## src/rtl/fetch_stage_pkg.sv

```systemverilog
// Purpose : shared types and constants for the instruction fetch stage.
// Latency : n/a (package only).
// Backpressure: n/a.
package fetch_stage_pkg;

   typedef enum logic [1:0] {
      FETCH   = 2'd0,   // request outstanding, result used when it arrives
      HOLD    = 2'd1,   // word fetched while stalled, parked in skid register
      DISCARD = 2'd2    // redirected while a fetch was in flight; drop its data
   } fetch_state_t;

   localparam logic [31:0] NOP_INSTR        = 32'h0000_0000;
   localparam logic [31:0] RESET_PC_DEFAULT = 32'h0000_0000;

   // Redirect target selection: JR beats Jump beats Branch_Taken.
   function automatic logic [31:0] redirect_target(
      input logic        jr,
      input logic        jump,
      input logic [31:0] jr_target,
      input logic [31:0] jump_target,
      input logic [31:0] branch_target
   );
      if (jr)
         return jr_target;
      else if (jump)
         return jump_target;
      else
         return branch_target;
   endfunction

endpackage

```

## src/rtl/fetch_stage_if.sv

```systemverilog
// Purpose : instruction memory request/response bundle for the fetch stage.
// Latency : n/a (wires only); Imem_RD is valid in the cycle Imem_Ready pulses.
// Backpressure: memory stretches a request simply by holding Imem_Ready low.
// Ports   : Imem_Req/Imem_Addr (fetch -> memory), Imem_Ready/Imem_RD (memory -> fetch).
interface fetch_stage_if;
   logic        Imem_Req;
   logic [31:0] Imem_Addr;
   logic        Imem_Ready;
   logic [31:0] Imem_RD;

   modport master (output Imem_Req, output Imem_Addr, input Imem_Ready, input Imem_RD);
   modport slave  (input Imem_Req, input Imem_Addr, output Imem_Ready, output Imem_RD);
endinterface

```

## src/rtl/fetch_stage_if_id_reg.sv

```systemverilog
// Purpose : IF/ID pipeline register with load and flush (flush inserts a nop).
// Latency : one cycle from ld/flush to outputs.
// Backpressure: neither ld nor flush asserted -> contents held (stall).
// Ports   : clk, rst_n, ld, flush, instr_i, pc4_i -> instr_q, pc4_q, valid_q.
module if_id_reg
   import fetch_stage_pkg::*;
(
   input  logic        clk,
   input  logic        rst_n,
   input  logic        ld,
   input  logic        flush,
   input  logic [31:0] instr_i,
   input  logic [31:0] pc4_i,
   output logic [31:0] instr_q,
   output logic [31:0] pc4_q,
   output logic        valid_q
);

   logic [31:0] instr_d;
   logic [31:0] pc4_d;
   logic        valid_d;

   always_comb begin
      instr_d = instr_q;
      pc4_d   = pc4_q;
      valid_d = valid_q;
      if (flush) begin
         instr_d = NOP_INSTR;
         pc4_d   = 32'h0;
         valid_d = 1'b0;
      end else if (ld) begin
         instr_d = instr_i;
         pc4_d   = pc4_i;
         valid_d = 1'b1;
      end
   end

   always_ff @(posedge clk or negedge rst_n) begin
      if (!rst_n) begin
         instr_q <= NOP_INSTR;
         pc4_q   <= 32'h0;
         valid_q <= 1'b0;
      end else begin
         instr_q <= instr_d;
         pc4_q   <= pc4_d;
         valid_q <= valid_d;
      end
   end

endmodule

```

## src/rtl/fetch_stage.sv

```systemverilog
// Purpose : PC sequencing, instruction memory requests and IF/ID register.
// Latency : IF/ID updated one cycle after Imem_Ready (or after stall release).
// Backpressure: PC_Enable=0 freezes PC and IF/ID; a word arriving then is skid-buffered.
// Ports   : clk, rst_n, PC_Enable, Branch_Taken/Jump/JR + targets, imem (master),
//           Instr_D, PC_Plus4_D, Valid_D.
module fetch_stage
   import fetch_stage_pkg::*;
#(
   parameter logic [31:0] RESET_PC = RESET_PC_DEFAULT
) (
   input  logic                 clk,
   input  logic                 rst_n,
   input  logic                 PC_Enable,
   input  logic                 Branch_Taken,
   input  logic                 Jump,
   input  logic                 JR,
   input  logic [31:0]          Branch_Target,
   input  logic [31:0]          Jump_Target,
   input  logic [31:0]          JR_Target,
   fetch_stage_if.master        imem,
   output logic [31:0]          Instr_D,
   output logic [31:0]          PC_Plus4_D,
   output logic                 Valid_D
);

   fetch_state_t state_q, state_d;
   logic [31:0]  pc_q, pc_d;
   logic [31:0]  skid_q, skid_d;
   logic [31:0]  redirect_pc_q, redirect_pc_d;

   logic         ifid_ld;
   logic         ifid_flush;
   logic [31:0]  ifid_instr;
   logic [31:0]  pc_plus4;
   logic         redirect;
   logic [31:0]  target;

   // Decode keeps presenting a redirect across a stall, so it only counts when enabled.
   assign redirect = PC_Enable & (JR | Jump | Branch_Taken);
   assign target   = redirect_target(JR, Jump, JR_Target, Jump_Target, Branch_Target);
   assign pc_plus4 = pc_q + 32'd4;

   assign imem.Imem_Req  = (state_q != HOLD);
   assign imem.Imem_Addr = pc_q;

   always_comb begin
      state_d       = state_q;
      pc_d          = pc_q;
      skid_d        = skid_q;
      redirect_pc_d = redirect_pc_q;
      ifid_ld       = 1'b0;
      ifid_flush    = 1'b0;
      ifid_instr    = skid_q;

      case (state_q)
         FETCH: begin
            if (imem.Imem_Ready) begin
               if (PC_Enable) begin
                  if (redirect) begin
                     ifid_flush = 1'b1;   // squash the wrong-path word
                     pc_d       = target;
                  end else begin
                     ifid_ld    = 1'b1;
                     ifid_instr = imem.Imem_RD;
                     pc_d       = pc_plus4;
                  end
               end else begin
                  skid_d  = imem.Imem_RD;
                  state_d = HOLD;
               end
            end else if (PC_Enable) begin
               ifid_flush = 1'b1;
               // Address must stay put until the memory answers, so park the target.
               if (redirect) begin
                  redirect_pc_d = target;
                  state_d       = DISCARD;
               end
            end
         end

         HOLD: begin
            if (PC_Enable) begin
               if (redirect) begin
                  ifid_flush = 1'b1;
                  pc_d       = target;
               end else begin
                  ifid_ld = 1'b1;
                  pc_d    = pc_plus4;
               end
               state_d = FETCH;
            end
         end

         DISCARD: begin
            if (PC_Enable) begin
               ifid_flush = 1'b1;
               if (redirect)
                  redirect_pc_d = target;
            end
            if (imem.Imem_Ready) begin
               pc_d    = redirect ? target : redirect_pc_q;
               state_d = FETCH;
            end
         end

         default: begin
            state_d = FETCH;
         end
      endcase
   end

   always_ff @(posedge clk or negedge rst_n) begin
      if (!rst_n) begin
         state_q       <= FETCH;
         pc_q          <= RESET_PC;
         skid_q        <= 32'h0;
         redirect_pc_q <= 32'h0;
      end else begin
         state_q       <= state_d;
         pc_q          <= pc_d;
         skid_q        <= skid_d;
         redirect_pc_q <= redirect_pc_d;
      end
   end

   if_id_reg u_if_id_reg (
      .clk     (clk),
      .rst_n   (rst_n),
      .ld      (ifid_ld),
      .flush   (ifid_flush),
      .instr_i (ifid_instr),
      .pc4_i   (pc_plus4),
      .instr_q (Instr_D),
      .pc4_q   (PC_Plus4_D),
      .valid_q (Valid_D)
   );

endmodule

```

## src/flat_wrapper.sv

```systemverilog
// flat-port wrapper written by rule: the top's interface ports become plain ports
module fetch_stage_flat import fetch_stage_pkg::*;
#(
   parameter logic [31:0] RESET_PC = RESET_PC_DEFAULT
)
  (clk, rst_n, PC_Enable, Branch_Taken, Jump, JR, Branch_Target, Jump_Target, JR_Target, Instr_D, PC_Plus4_D, Valid_D, imem_Imem_Req, imem_Imem_Addr, imem_Imem_Ready, imem_Imem_RD);
  fetch_stage_if imem_i ();
  input  logic clk;
  input  logic rst_n;
  input  logic PC_Enable;
  input  logic Branch_Taken;
  input  logic Jump;
  input  logic JR;
  input  logic [31:0] Branch_Target;
  input  logic [31:0] Jump_Target;
  input  logic [31:0] JR_Target;
  output logic [31:0] Instr_D;
  output logic [31:0] PC_Plus4_D;
  output logic Valid_D;
  output wire logic [$bits(imem_i.Imem_Req)-1:0] imem_Imem_Req;
  output wire logic [$bits(imem_i.Imem_Addr)-1:0] imem_Imem_Addr;
  input wire logic [$bits(imem_i.Imem_Ready)-1:0] imem_Imem_Ready;
  input wire logic [$bits(imem_i.Imem_RD)-1:0] imem_Imem_RD;
  assign imem_Imem_Req = imem_i.Imem_Req;
  assign imem_Imem_Addr = imem_i.Imem_Addr;
  assign imem_i.Imem_Ready = imem_Imem_Ready;
  assign imem_i.Imem_RD = imem_Imem_RD;
  fetch_stage #(.RESET_PC(RESET_PC)) u_core (.clk(clk), .rst_n(rst_n), .PC_Enable(PC_Enable), .Branch_Taken(Branch_Taken), .Jump(Jump), .JR(JR), .Branch_Target(Branch_Target), .Jump_Target(Jump_Target), .JR_Target(JR_Target), .imem(imem_i), .Instr_D(Instr_D), .PC_Plus4_D(PC_Plus4_D), .Valid_D(Valid_D));
endmodule
```

## config.mk

```make
export PLATFORM = sky130hd
export DESIGN_NAME = fetch_stage_flat
export DESIGN_NICKNAME = d
export VERILOG_FILES = /design/src/rtl/fetch_stage_pkg.sv /design/src/rtl/fetch_stage_if.sv /design/src/rtl/fetch_stage_if_id_reg.sv /design/src/rtl/fetch_stage.sv /design/src/flat_wrapper.sv
export SDC_FILE = /design/constraint.sdc
export NUM_CORES = 1
export LEC_CHECK = 0
export CORE_UTILIZATION = 50
export CTS_BUF_LIST = sky130_fd_sc_hd__clkbuf_2
export CTS_CLUSTER_SIZE = 12
export DETAILED_ROUTE_END_ITERATION = 7
export PLACE_DENSITY = 0.83
export SYNTH_ARGS = -nofsm -noshare
export SYNTH_HDL_FRONTEND = slang
export SYNTH_SLANG_ARGS = --single-unit
```

## constraint.sdc

```tcl
create_clock -name clk -period 4.7 [get_ports clk]
set_input_delay 0.94 -clock clk [delete_from_list [all_inputs] [get_ports clk]]
set_output_delay 0.94 -clock clk [all_outputs]
set_load 0.02 [all_outputs]
```

==> results of run 1 <==
metal layers:
layer | track usage, % | part of all wire [%]
met1 | 36.1 | 44
met2 | 43.2 | 48
met3 | 5.29 | 6.5
met4 | 7.91 | 1.5
met5 | 0 | 0
logic make-up (layout without fill, tap and decap cells):
kind of cell,after synthesis,after routing,synth area share (%)
simple gates,228,228,12.6
fa+ha+maj,1,1,0.151
flops,163,163,49.2
other cells,0,2,0
mux,117,117,15.0
xor+xnor,28,28,2.96
buf+inv,70,282,3.63
compound gates,221,221,16.6
how the worst min path moves through the flow:
stage / from / end / depth (start not counted)
global placement: u_core.u_if_id_reg.instr_q[26] / u_core.u_if_id_reg.instr_q[26] / 2
floorplan: u_core.redirect_pc_q[16] / u_core.redirect_pc_q[16] / 2
finish: rst_n / u_core.redirect_pc_q[19] / 1
CTS: rst_n / u_core.skid_q[3] / 1
detailed placement: u_core.u_if_id_reg.instr_q[13] / u_core.u_if_id_reg.instr_q[13] / 2
global route: rst_n / u_core.u_if_id_reg.instr_q[7] / 1
per-stage QoR:
stage	total power, uW	util, %
3_3_place_gp	3260	66.7
2_1_floorplan	2650	-
6_report	4110	68.3
4_1_cts	4120	68.3
5_1_grt	4320	68.3
3_5_place_dp	3310	66.7
cell usage after synthesis, types with 7 or more instances:
master     instances
dfrtp_1          163
nand2_1          128
o21ai_0          123
mux2i_1           61
mux2_2            56
clkbuf_1          39
nor2_1            24
xnor2_1           19
buf_2             17
a21oi_1           14
a22o_1            13
nand3_1           13
nor3_1            12
o211ai_1          11
and3_1            10
a22oi_1            9
inv_1              9
xor2_1             9
nand4_1            8
o2bb2ai_1          8
nand2b_1           7
registers in the layout (all words and copies together) (netlist names):
name                        cells
u_core.u_if_id_reg.valid_q      1
u_core.imem.Imem_Addr          32
u_core.u_if_id_reg.pc4_q       32
u_core.skid_q                  32
u_core.redirect_pc_q           32
u_core.state_q                  2
u_core.u_if_id_reg.instr_q     32
layout make-up:
class	count	area, um2
tap	216	270
fill	1296	5080
timing repair buffer	242	2390
clock inverter	10	158
sequential	163	4080
inverter	9	33.8
clock buffer	21	105
multi-input combinational	595	3930
antenna	2	5.00
worst reg2reg max path: cells and delay by family (launching register included):
family	cells	cell delay (ps)
AO/OA/AOI/OAI	2	250
adder cells (fa/ha/maj)	1	340
AND/OR/NAND/NOR	3	1490
flip-flops	1	570
report_power, final:
group	internal, uW	switching [uW]	total [uW]
Clock	353	472	825
Sequential	1680	276	1960
Combinational	674	653	1330
==> flow_metrics.tcl, run 1 <==
set metrics [dict create \
    hold_violations 0 \
    routedWlPerCell_um 17.6 \
    cts_buffer_depth 2 \
    drive_gt1_share_pct 10.6 \
    crit_start "u_core.state_q[1]" \
    max_stage_delay_ps 650 \
    holdWs_ps 329 \
    netlist.top_cell.by_area "dfrtp_1" \
    clk_latency_ps 740 \
    ys_seq_area_share_pct 49.2 \
    gr-total-overflow 0 \
    maxCapViolations 0 \
    viasPerCell 5.67 \
    antenna_found_initial 2 \
    cts_setup_buffers 0 \
    r2r-end "u_core.imem.Imem_Addr[18]" \
    worst_pin_slew_ps 1060 \
    die-area_mm2 0.0171 \
    gp_congestion 0.910 \
    slowest_stage "clkdlybuf4s50_1" \
    grt_pass1_vias 6643 \
    vdd_drop_max_mv 0.159 \
    syn-cell-area_mm2 0.00830 \
    timing.final.crit_share_pct 65.5 \
    core_area_mm2 0.0161 \
    netlist.area_leader.share_pct 49.2 \
    cts-htree-levels 4 \
    row_count 46 \
    initial_core_util_pct 51.7 \
    drc 0 \
    avgSynthCellArea_um2 10.0 \
    dp.cells 1225 \
    p_leak_uw 0.00474 \
    ios 233 \
    fin_skew_ps 31.6 \
    cts_tree "built" \
    cts-buffers-inserted 17 \
    vias 7128 \
    synth_nets 964 \
    fp.dieH_um 131 \
    r2r_start "u_core.imem.Imem_Addr[2]" \
    worst_setup_path_start_kind "register" \
    setup-tns-final_ps 0 \
    crit_family "buffers and inverters" \
    post_dp_cell_area_mm2 0.0107 \
    yosysWarningCount 0 \
    worstHoldPathType "input port to asynchronous set/reset pin" \
    cts_resized 0 \
    max_freq_ghz 0.325 \
    crit_buf_inv 1 \
    synth_top_flop_cell "dfrtp_1" \
    end_kind "output pin" \
    layout_common_cells "clkdlybuf4s50_1 (230), dfrtp_1 (163), nand2_1 (127), o21ai_0 (123), mux2i_1 (61)" \
    final.min_clock_period_ps 3080 \
    final_net_count 1164 \
    grt_max_degree 112 \
    synth_enable_flop_cells 0 \
    grt_usage_pct 26.6 \
    areaGrowthSynthToFinish_pct 32.3 \
    synth-seq-cells 163 \
    layout_commonest_cell "clkdlybuf4s50_1" \
    ctsHoldBuffers 0 \
    io_buffer_count 232 \
    r2r_slack_ps 1930 \
    synth_area_leaders "dfrtp_1 (49%), mux2_2 (7.6%), o21ai_0 (7.4%)" \
    worstSetupPathDepth 2 \
    drt-total-wl_um 22200 \
    stdcell_count 1258 \
    outcome "completed" \
    relSlewSlack_pct 28.5 \
    crit_arrival_ps 2140 \
    drtIter0Drc 606 \
    synthCells 828 \
    dpl.hpwl_um 16100 \
    design_area_mm2 0.0110 \
    setup_viol 0 \
    async_flop_share_pct 100 \
    reg2reg_depth 6 \
    setup_ws_ps 1620 \
    required_ps 3760 \
    fp.dieW_um 131 \
    crit_end "imem_Imem_Req" \
    grt_pass1_wl_um 34400 \
    place_ws_ps 1040 \
    cts.sinks 163 \
    slew_viol_final 0 \
    drtAntennaViolNets 0 \
    crit_chain "nand2b_1, clkdlybuf4s50_1" \
    cts_root_buf "clkbuf_2" \
    drtPass1Iterations 5 \
    ys_types 57 \
    powerDensity_mw_per_mm2 374 \
    cp_max_fo 14 \
    crit_type "register to output pin" \
    path_clk_slew_ps 200 \
    rsz0062_at_grt "false" \
]
Note: power is estimated with default switching activity, not from simulation.
==> run 2: changes to the inputs <==
- CORE_UTILIZATION: 50 -> 45
- PLACE_DENSITY: 0.83 -> 0.79
- clock period: 4.7 -> 2.6 ns (I/O delays scaled with it)
==> run 2 against run 1 <==
Register-to-register slack worse by 1500 ps. Final area increased by 4.0%. Via count up 4.2%. Clock power rose by 85%.
==> flow_metrics.tcl, run 2 (synthesis results as in run 1) <==
set metrics [dict create \
    io_buffer_count 232 \
    initial_core_util_pct 46.0 \
    ios 233 \
    worstHoldPathType "input port to asynchronous set/reset pin" \
    rsz0062_at_grt "false" \
    row_count 49 \
    dpl.hpwl_um 17600 \
    powerDensity_mw_per_mm2 666 \
    drtAntennaViolNets 0 \
    setup_ws_ps 92.8 \
    crit_chain "clkdlybuf4s50_1" \
    slew_viol_final 0 \
    setup-tns-final_ps 0 \
    grt_pass1_vias 7014 \
    cts_tree "built" \
    crit_arrival_ps 1990 \
    max_stage_delay_ps 670 \
    final_net_count 1199 \
    path_clk_slew_ps 220 \
    vdd_drop_max_mv 0.343 \
    stdcell_count 1306 \
    cts.sinks 163 \
    vias 7426 \
    crit_buf_inv 1 \
    required_ps 2080 \
    drt-total-wl_um 23700 \
    post_dp_cell_area_mm2 0.0111 \
    relSlewSlack_pct 56.6 \
    areaGrowthSynthToFinish_pct 37.6 \
    core_area_mm2 0.0180 \
    setup_viol 0 \
    grt_pass1_wl_um 37400 \
    final.min_clock_period_ps 2510 \
    layout_common_cells "clkdlybuf4s50_1 (229), dfrtp_1 (153), nand2_1 (127), o21ai_0 (123), mux2i_1 (61)" \
    drive_gt1_share_pct 14.1 \
    cts-htree-levels 4 \
    gr-total-overflow 0 \
    worst_setup_path_start_kind "register" \
    gp_congestion 0.898 \
    crit_type "register to output pin" \
    grt_max_degree 92 \
    drtIter0Drc 870 \
    cts_root_buf "clkbuf_2" \
    outcome "completed" \
    drtPass1Iterations 5 \
    design_area_mm2 0.0114 \
    timing.final.crit_share_pct 96.4 \
    cp_max_fo 7 \
    fp.dieH_um 138 \
    max_freq_ghz 0.399 \
    fin_skew_ps 20.3 \
    worst_pin_slew_ps 646 \
    antenna_found_initial 1 \
    slowest_stage "clkdlybuf4s50_1" \
    die-area_mm2 0.0190 \
    layout_commonest_cell "clkdlybuf4s50_1" \
    fp.dieW_um 138 \
    drc 0 \
    cts-buffers-inserted 17 \
    maxCapViolations 0 \
    end_kind "output pin" \
    crit_family "buffers and inverters" \
    cts_buffer_depth 2 \
    viasPerCell 5.69 \
    clk_latency_ps 760 \
    p_leak_uw 0.00493 \
    grt_usage_pct 25.8 \
    routedWlPerCell_um 18.1 \
    hold_violations 0 \
    place_ws_ps 78.9 \
    dp.cells 1271 \
]
[run 2: cell count changes in the layout (fill, tap and decap cells not counted)]
cell             before  now
clkdlybuf4s50_1     230  229
dlygate4sd2_1         0    1
buf_4                10   33
inv_6                 1    0
diode_2               2    1
clkinv_1              1    4
dfrtp_2               0   10
clkbuf_2             21   17
clkinv_4              0    2
clkinvlp_4            2    5
dlygate4sd3_1         0    1
clkinv_2              2    0
dfrtp_1             163  153
buf_12                0   11
[run 2: cell type report]
| type | count | area (um2) |
|---|---|---|
| clock buffer | 17 | 85.1 |
| tap | 229 | 287 |
| inverter | 9 | 33.8 |
| sequential | 163 | 4090 |
| clock inverter | 15 | 190 |
| timing repair buffer | 277 | 2800 |
| fill | 1517 | 6610 |
| multi-input combinational | 595 | 3930 |
| antenna | 1 | 2.50 |
[run 2: metrics by stage]
stage	total power [uW]	hold slack [ps]	utilization [%]
2_1_floorplan	4790	224	-
5_1_grt	8010	302	63.3
6_report	7600	321	63.3
3_5_place_dp	6100	470	61.6
3_3_place_gp	6010	459	61.6
4_1_cts	7600	288	63.3
[run 2: power breakdown]
part           switching, uW  leakage, uW  total [uW]  internal, uW
Clock                    912     0.000142        1530           619
Sequential               486      0.00205        3530          3050
Combinational           1230      0.00274        2540          1300
[run 2: timing repair]
item                       in CTS  in global routing
setup endpoints to repair       1                  8
cloned                          0                  0
buffers inserted                1                  0
resized for setup               3                  8
hold buffers                    1                  0
hold endpoints to repair      163                  0
[run 2: worst paths after layout]
kind | start | to | slack (ps) | depth (start not counted)
worst min register to register | u_core.u_if_id_reg.pc4_q[7] | u_core.u_if_id_reg.pc4_q[7] | 510 | 2
worst max-delay path | u_core.imem.Imem_Addr[7] | imem_Imem_Addr[7] | 90 | 1
worst max register to register | u_core.imem.Imem_Addr[7] | u_core.imem.Imem_Addr[28] | 390 | 5
max in group asynchronous | rst_n | u_core.imem.Imem_Addr[20] | 1850 | 3
min in group clk | imem_Imem_RD[17] | u_core.skid_q[17] | 370 | 2
worst min-delay path | rst_n | u_core.redirect_pc_q[19] | 320 | 3
[run 2: metal layers]
layer / up-vias / track usage (%) / part of all wire [%]
met5: - / 0 / 0
li1: 3438 / - / -
met3: 38 / 5.11 / 8.1
met1: 3608 / 35.8 / 42
met4: 0 / 9.42 / 2.4
met2: 342 / 39.8 / 48
[run 2: tightest hold or removal path: cells and delay by family]
kind,cells,cell delay [ps]
buf+inv,3,980
